===== src/rtl/drp_pkg.sv =====
// Shared DRP definitions: FSM state encoding plus default widths and timeout.
package drp_pkg;
    localparam int unsigned C_DRP_ADDR_WIDTH = 12;
    localparam int unsigned C_DRP_DATA_WIDTH = 16;
    localparam int unsigned C_DRP_TIMEOUT    = 1024;

    typedef enum logic [2:0] {
        IDLE    = 3'd0,
        RD_REQ  = 3'd1,
        RD_WAIT = 3'd2,
        WR_REQ  = 3'd3,
        WR_WAIT = 3'd4,
        DONE    = 3'd5
    } drp_state_t;
endpackage


===== src/rtl/drp_timeout.sv =====
// Clearable up-counter; o_expired flags the last cycle of the wait window.
module drp_timeout #(
    parameter int unsigned C_TIMEOUT = 1024
) (
    input  logic i_clk,
    input  logic i_rst_n,
    input  logic i_clr,
    input  logic i_inc,
    output logic o_expired
);
    localparam int unsigned CW = (C_TIMEOUT > 2) ? $clog2(C_TIMEOUT) : 1;
    localparam logic [CW-1:0] C_LAST = CW'(C_TIMEOUT - 1);

    logic [CW-1:0] r_cnt;

    always_ff @(posedge i_clk or negedge i_rst_n) begin
        if (!i_rst_n) begin
            r_cnt <= '0;
        end else if (i_clr) begin
            r_cnt <= '0;
        end else if (i_inc) begin
            r_cnt <= r_cnt + CW'(1);
        end
    end

    assign o_expired = (r_cnt == C_LAST);
endmodule


===== src/rtl/drp_rmw_master.sv =====
// DRP initiator: single reads, full writes and masked read-modify-write with a
// bounded wait for M_DRPRDY_I. All outputs are registered.
module drp_rmw_master
    import drp_pkg::*;
#(
    parameter int unsigned C_ADDR_WIDTH = C_DRP_ADDR_WIDTH,
    parameter int unsigned C_DATA_WIDTH = C_DRP_DATA_WIDTH,
    parameter int unsigned C_TIMEOUT    = C_DRP_TIMEOUT
) (
    input  logic                    DRPCLK_I,
    input  logic                    DRPRSTN_I,
    input  logic                    CMD_VALID_I,
    output logic                    CMD_READY_O,
    input  logic                    CMD_WR_I,
    input  logic [C_ADDR_WIDTH-1:0] CMD_ADDR_I,
    input  logic [C_DATA_WIDTH-1:0] CMD_MASK_I,
    input  logic [C_DATA_WIDTH-1:0] CMD_DATA_I,
    output logic                    RSP_VALID_O,
    output logic [C_DATA_WIDTH-1:0] RSP_DATA_O,
    output logic                    RSP_TIMEOUT_O,
    output logic                    BUSY_O,
    output logic [C_ADDR_WIDTH-1:0] M_DRPADDR_O,
    output logic [C_DATA_WIDTH-1:0] M_DRPDI_O,
    input  logic [C_DATA_WIDTH-1:0] M_DRPDO_I,
    output logic                    M_DRPEN_O,
    output logic                    M_DRPWE_O,
    input  logic                    M_DRPRDY_I
);
    drp_state_t              r_state;
    logic                    r_wr;
    logic [C_DATA_WIDTH-1:0] r_mask;
    logic [C_DATA_WIDTH-1:0] r_data;
    logic                    r_cmd_ready;
    logic                    r_busy;
    logic                    r_rsp_valid;
    logic [C_DATA_WIDTH-1:0] r_rsp_data;
    logic                    r_rsp_timeout;
    logic [C_ADDR_WIDTH-1:0] r_drp_addr;
    logic [C_DATA_WIDTH-1:0] r_drp_di;
    logic                    r_drp_en;
    logic                    r_drp_we;

    logic w_waiting;
    logic w_expired;

    // Counter is held clear outside the wait states, so it restarts per access.
    assign w_waiting = (r_state == RD_WAIT) || (r_state == WR_WAIT);

    drp_timeout #(
        .C_TIMEOUT (C_TIMEOUT)
    ) u_timeout (
        .i_clk     (DRPCLK_I),
        .i_rst_n   (DRPRSTN_I),
        .i_clr     (!w_waiting),
        .i_inc     (w_waiting && !M_DRPRDY_I),
        .o_expired (w_expired)
    );

    always_ff @(posedge DRPCLK_I or negedge DRPRSTN_I) begin
        if (!DRPRSTN_I) begin
            r_state       <= IDLE;
            r_wr          <= 1'b0;
            r_mask        <= '0;
            r_data        <= '0;
            r_cmd_ready   <= 1'b1;
            r_busy        <= 1'b0;
            r_rsp_valid   <= 1'b0;
            r_rsp_data    <= '0;
            r_rsp_timeout <= 1'b0;
            r_drp_addr    <= '0;
            r_drp_di      <= '0;
            r_drp_en      <= 1'b0;
            r_drp_we      <= 1'b0;
        end else begin
            r_drp_en      <= 1'b0;
            r_drp_we      <= 1'b0;
            r_rsp_valid   <= 1'b0;
            r_rsp_timeout <= 1'b0;
            unique case (r_state)
                IDLE: begin
                    if (CMD_VALID_I) begin
                        r_wr        <= CMD_WR_I;
                        r_mask      <= CMD_MASK_I;
                        r_data      <= CMD_DATA_I;
                        r_cmd_ready <= 1'b0;
                        r_busy      <= 1'b1;
                        r_drp_addr  <= CMD_ADDR_I;
                        r_drp_en    <= 1'b1;
                        if (CMD_WR_I && (&CMD_MASK_I)) begin
                            r_drp_we <= 1'b1;
                            r_drp_di <= CMD_DATA_I;
                            r_state  <= WR_REQ;
                        end else begin
                            r_state  <= RD_REQ;
                        end
                    end
                end
                RD_REQ: r_state <= RD_WAIT;
                RD_WAIT: begin
                    if (M_DRPRDY_I) begin
                        if (r_wr) begin
                            r_drp_di <= (M_DRPDO_I & ~r_mask) | (r_data & r_mask);
                            r_drp_en <= 1'b1;
                            r_drp_we <= 1'b1;
                            r_state  <= WR_REQ;
                        end else begin
                            r_rsp_valid <= 1'b1;
                            r_rsp_data  <= M_DRPDO_I;
                            r_state     <= DONE;
                        end
                    end else if (w_expired) begin
                        r_rsp_valid   <= 1'b1;
                        r_rsp_timeout <= 1'b1;
                        r_rsp_data    <= '0;
                        r_state       <= DONE;
                    end
                end
                WR_REQ: r_state <= WR_WAIT;
                WR_WAIT: begin
                    if (M_DRPRDY_I) begin
                        r_rsp_valid <= 1'b1;
                        r_rsp_data  <= r_drp_di;
                        r_state     <= DONE;
                    end else if (w_expired) begin
                        r_rsp_valid   <= 1'b1;
                        r_rsp_timeout <= 1'b1;
                        r_rsp_data    <= '0;
                        r_state       <= DONE;
                    end
                end
                DONE: begin
                    r_cmd_ready <= 1'b1;
                    r_busy      <= 1'b0;
                    r_state     <= IDLE;
                end
                default: r_state <= IDLE;
            endcase
        end
    end

    assign CMD_READY_O   = r_cmd_ready;
    assign BUSY_O        = r_busy;
    assign RSP_VALID_O   = r_rsp_valid;
    assign RSP_DATA_O    = r_rsp_data;
    assign RSP_TIMEOUT_O = r_rsp_timeout;
    assign M_DRPADDR_O   = r_drp_addr;
    assign M_DRPDI_O     = r_drp_di;
    assign M_DRPEN_O     = r_drp_en;
    assign M_DRPWE_O     = r_drp_we;
endmodule


===== config.mk =====
export PLATFORM = sky130hd
export DESIGN_NAME = drp_rmw_master
export DESIGN_NICKNAME = d
export VERILOG_FILES = /design/src/rtl/drp_pkg.sv /design/src/rtl/drp_timeout.sv /design/src/rtl/drp_rmw_master.sv
export SDC_FILE = /design/constraint.sdc
export NUM_CORES = 1
export LEC_CHECK = 0
export ABC_AREA = 0
export ABC_CLOCK_PERIOD_IN_PS = 4750
export CORE_ASPECT_RATIO = 1.4
export CORE_MARGIN = 5
export CORE_UTILIZATION = 52
export CTS_CLUSTER_DIAMETER = 40
export CTS_CLUSTER_SIZE = 20
export DETAILED_ROUTE_END_ITERATION = 8
export HOLD_SLACK_MARGIN = 0.12
export PLACE_DENSITY = 0.88
export SYNTH_ARGS = -nofsm -noshare
export SYNTH_HDL_FRONTEND = slang
export SYNTH_SLANG_ARGS = --single-unit
export TNS_END_PERCENT = 50

===== constraint.sdc =====
create_clock -name DRPCLK_I -period 4.75 [get_ports DRPCLK_I]
set_input_delay 0.95 -clock DRPCLK_I [delete_from_list [all_inputs] [get_ports DRPCLK_I]]
set_output_delay 0.95 -clock DRPCLK_I [all_outputs]
set_load 0.005 [all_outputs]

# Word level (Yosys, flattened, before mapping)
# Cells that the tools add are included.
[word_totals] register_bits=96 wordCells=82
[classes] n_addsub=1 n_eq_ne=12 mux=37 n_bitwise=4 n_reduce_logical=14
[op_table] op="16-bit two-way mux" count=8
[op_table] op="16-bit case mux with 2 select lines" count=2
[op_table] op="16-bit bitwise AND" count=2
[op_table] op="10-bit two-way mux" count=2
[op_table] op="16-bit inverter" count=1
[op_table] op="16-bit bitwise OR" count=1
[op_table] op="16-bit AND reduction" count=1
[op_table] op="3-bit two-way mux" count=5
[op_table] op="3-bit case mux with 5 select lines" count=1
[op_table] op="1-bit two-way mux" count=13
[op_table] op="10-bit by 1-bit adder with 10-bit output, second input constant" count=1
[op_table] op="10-bit equality test, second input constant" count=1
[op_table] op="1-bit case mux with 2 select lines" count=5
[op_table] op="2-bit inequality test, second input constant" count=4
[op_table] op="3-bit by 2-bit equality test with 1-bit output, second input constant" count=2
[op_table] op="3-bit equality test, second input constant" count=2
[op_table] op="2-bit AND reduction" count=3
[op_table] op="2-bit nonzero test" count=3
[op_table] op="5-bit AND reduction" count=1
[op_table] op="3-bit by 1-bit equality test with 1-bit output, second input constant" count=1
[op_table] op="3-bit zero test" count=1
[op_table] op="3-bit inequality test, second input constant" count=1
[op_table] op="1-bit logical AND" count=2
[op_table] op="2-bit two-way mux" count=1
[op_table] op="other kinds (4)" count=4

# Longest topological paths before layout
[logic_depth] depth_word=6 ltp_mapped=7 mapped_depth_nobuf=5

# Cells and area by module
# A second synthesis with hierarchy kept.
[hier_totals] hier_cells=351 area_unflattened_um2=4411.7
[modules_own_cells] mod="drp_rmw_master" n_inst=1 cells_per_inst=302 area_each_um2=3917.5
[modules_own_cells] mod="drp_timeout" n_inst=1 cells_per_inst=49 area_each_um2=494.2

# Least setup slack after synthesis
# Ideal clock, no wire load.
[synth_path] kind="input port to flip-flop" from="in CMD_VALID_I" to="reg r_drp_addr[10], in the netlist M_DRPADDR_O[10]" setup_ns=0.125 t_arrival_ns=2.073 setup_slack_ns=2.552 cell_stages=5 n_path_buf=2 cell_sequence="or3b_1 > nor2_1 > buf_4 > buf_6 > mux2_2"
[synth_between] elab_chain_len=1
[synth_lines] item="start: declaration" line="drp_rmw_master.sv:12" source="input logic CMD_VALID_I,"
[synth_lines] item="2-bit AND reduction (no source line)"
[synth_lines] item="end signal: assignment" line="drp_rmw_master.sv:70" source="r_drp_addr <= '0;"
[synth_lines] item="end signal: assignment" line="drp_rmw_master.sv:87" source="r_drp_addr <= CMD_ADDR_I;"
[synth_lines] item="end: declaration" line="drp_rmw_master.sv:38" source="logic [C_ADDR_WIDTH-1:0] r_drp_addr;"
# Every way passes these cells.
# A chain may end at the register's enable or synchronous reset.

# Final worst setup path
[layout_path] from="in CMD_VALID_I" to="reg r_mask[1]"
[layout_between] elab_chain_len=1
[layout_lines] item="2-bit AND reduction (no source line)"
[layout_lines] item="end signal: assignment" line="drp_rmw_master.sv:63" source="r_mask <= '0;"
[layout_lines] item="end signal: assignment" line="drp_rmw_master.sv:83" source="r_mask <= CMD_MASK_I;"
[layout_lines] item="end: declaration" line="drp_rmw_master.sv:31" source="logic [C_DATA_WIDTH-1:0] r_mask;"
# Every way passes these cells.

==> metrics.md <==
| Metric | Value |
|---|---|
| Synth area leaders | `dfrtp_1 (55%), mux2_2 (12%), mux2i_1 (11%)` |
| Leakage | `2.46 nW` |
| Total power | `3.45 mW` |
| Setup violations, final | `0` |
| Sequential area share after synthesis | `55.4%` |
| Synth area leader | `dfrtp_1` |
| TritonRoute pass-1 iters | `4` |
| RSZ-0062 raised after global routing | `false` |
| Clk buf depth | `2` |
| Run status | `finished clean` |
| Post-synth top cells | `dfrtp_1 (95), mux2i_1 (49), mux2_2 (45)` |
| YS warnings | `0` |
| Grt ovf | `0` |
| Vias in the first global route | `between 3000 and 4000` |
| Die area | `10300 um^2` |
| Required @ worst endpoint | `between 4 and 5 ns` |
| Pwr Density | `a little under 600 nW/um^2` |
| First-pass GRT wire length | `17.5 mm` |
| RePlAce Congestion | `approximately 0.78` |
| Die Y | `118 um` |
| Syn avg cell area | `roughly 12 um^2` |
| Fin Clk Skew | `0.00711 ns` |
| Rows | `39` |
| Max Fclk | `368 MHz` |
| Layout cell share with drive strength beyond 1 | `15.7%` |
| Initial antenna violation count | `0` |
| H-tree levels | `3` |
| Crit path DAT | `2.94 ns` |
| Worst skew pair latency | `approximately 0.34 ns` |
| Total clock sinks | `96` |
| R2R Setup Slk | `roughly 2.5 ns` |
| Pin count of the biggest net entering global routing | `54` |
| Area of the multi-input gates | `1730 um^2` |
| Vias per cell | `roughly 5.5` |
| TritonCTS buffer count | `9` |
| Post-CTS setup buffers | `0` |
| Final ANT Viol Nets | `0` |
| DRC | `0` |
| Hold_buf cts | `0` |
| Fraction of synthesis flops using an asynchronous set or reset pin | `100%` |
| Syn Inst Count | `349` |
| Share of the synthesized area in the top cell type | `54.8%` |
| Max-cap viol count | `0` |
| Drt wl/cell | `19.2 um` |
| CTS tree | `built` |
| Total wire length | `10.9 mm` |
| Setup crit start kind | `input pin` |
| Hold crit path type | `register to register` |
| Final Hold Viols | `0` |
| CTS Root Cell | `clkbuf_16` |
| 1st-iter DRT viols | `around 130` |
| # fillers | `575` |
| Slew Limit Fails | `0` |
| Post-Syn Area | `4340 um^2` |
| Critical Path End Type | `register` |
| Area grow syn2layout | `34.1%` |
| Core area | `8150 um^2` |
| Maximum vdd drop | `0.345 mV` |
| DIE WIDTH | `87.2 um` |
| Top-count cell post-synth | `dfrtp_1` |
| Initial core utilization | `53.3%` |
| Syn_nets | `415` |
| Post-DP HPWL | `7.70 mm` |
| Seq cells post-synth | `96` |
| Number of I/O pins | `between 100 and 150` |
| CP max FO | `46` |
| Slew @ Worst Pin | `1.00 ns` |
| Ys flop type | `dfrtp_1` |
| Number of synthesized flops with an enable pin | `0` |
| Part of the cycle the worst path needs | `57.2%` |
| Ant. Diodes | `0` |
| Vias | `approximately 3100` |
| Setup TNS | `0 ns` |
| Storage element area | `2400 um^2` |
| Relative slew slack | `about 33%` |
| Library cells used by synthesis | `37` |
| Post_cts resized | `0` |
| Worst setup path class | `input pin to register` |
| Nets | `527` |
| Clock period minus worst slack | `2.72 ns` |
| Gr usage total | `22.2%` |
| Clk slew on worst S/H paths | `about 0.06 ns` |
| Input/output buffers | `114` |
per-layer routing:
metal / share of wire, % / global-route usage [%] / vias up
li1: - / - / 1447
met1: 39 / 25.6 / 1576
met2: 53 / 38.5 / 95
met3: 4.1 / 3.64 / 30
met4: 3.9 / 12.2 / 0
met5: 0 / 0 / -
flip-flops by register name, summed over array words and instances (netlist names), 3 cells and up:
name,count
M_DRPDI_O,16
r_data,16
M_DRPADDR_O,12
RSP_DATA_O,16
u_timeout.r_cnt,10
r_mask,16
r_state,3
final cells by class:
type | count | area share (%)
well taps | 102 | 2.19
flip-flops and latches | 96 | 41.3
multi-input cells | 214 | 29.8
clock inverters | 3 | 0.688
repair buffers | 119 | 20.2
clock buffers | 13 | 4.47
inverters | 21 | 1.35
per-stage QoR:
stage | setup slack, ns | area [um^2] | hold WS [ns] | util, % | cells
final | 2.03 | 5820 | 0.480 | 71.4 | 568
after global routing | 1.98 | 5820 | 0.503 | 71.4 | 568
after CTS | 2.05 | 5820 | 0.479 | 71.4 | 568
after detailed placement | 1.69 | 5520 | 0.470 | 67.7 | 552
after global placement | 1.72 | 5520 | 0.457 | 67.7 | 552
after floorplan | 2.55 | 4340 | 0.457 | - | 349
cell usage in the layout (no fill, tap or decap), types with 2 or more instances in the layout:
cell type / instances
clkbuf_1: 2
mux2i_1: 49
nor3_1: 3
clkbuf_16: 9
nor2b_1: 2
mux2_2: 45
clkdlybuf4s50_1: 113
nand2_1: 21
nor4_1: 2
nor3b_1: 2
dfrtp_1: 95
buf_4: 6
a211o_1: 2
clkbuf_8: 2
inv_1: 21
nand3_1: 3
xor2_1: 6
xnor2_1: 3
a21oi_1: 4
nor2_1: 14
o2bb2ai_1: 16
and3_1: 4
o21ai_0: 18
a31o_2: 2
nand4_1: 5
clkinv_2: 2
logic make-up (layout without fill, tap and decap cells):
logic type / Yosys count / in the layout / synth area share, %
AO/OA/AOI/OAI: 46 / 46 / 7.24
XOR/XNOR: 9 / 9 / 1.82
adder cells (fa/ha/maj): 1 / 1 / 0.288
buffers and inverters: 39 / 156 / 4.93
flip-flops: 96 / 96 / 55.4
multiplexers: 94 / 94 / 23.0
AND/OR/NAND/NOR: 64 / 64 / 7.38
worst max-delay path: stages:
cell	delay [ns]
clkdlybuf4s50_1	0.49
or3b_1	0.41
nor2_4	0.13
buf_4	0.54
mux2_2	0.41
path summary, 6_finish.rpt:
check | startpoint | cells after the start | end
min | CMD_READY_O | 2 | CMD_READY_O
min in group asynchronous | DRPRSTN_I | 1 | RSP_DATA_O[5]
max in group asynchronous | DRPRSTN_I | 2 | CMD_READY_O
max reg2reg | r_state[0] | 5 | M_DRPDI_O[4]
min reg2reg | CMD_READY_O | 2 | CMD_READY_O
max | CMD_VALID_I | 5 | r_mask[1]
report_power, final:
part,switching (mW),internal [mW],total [mW]
Clock,0.291,0.435,0.727
Sequential,0.266,1.17,1.44
Combinational,0.496,0.788,1.28
Power figures use the tool's default switching activity.
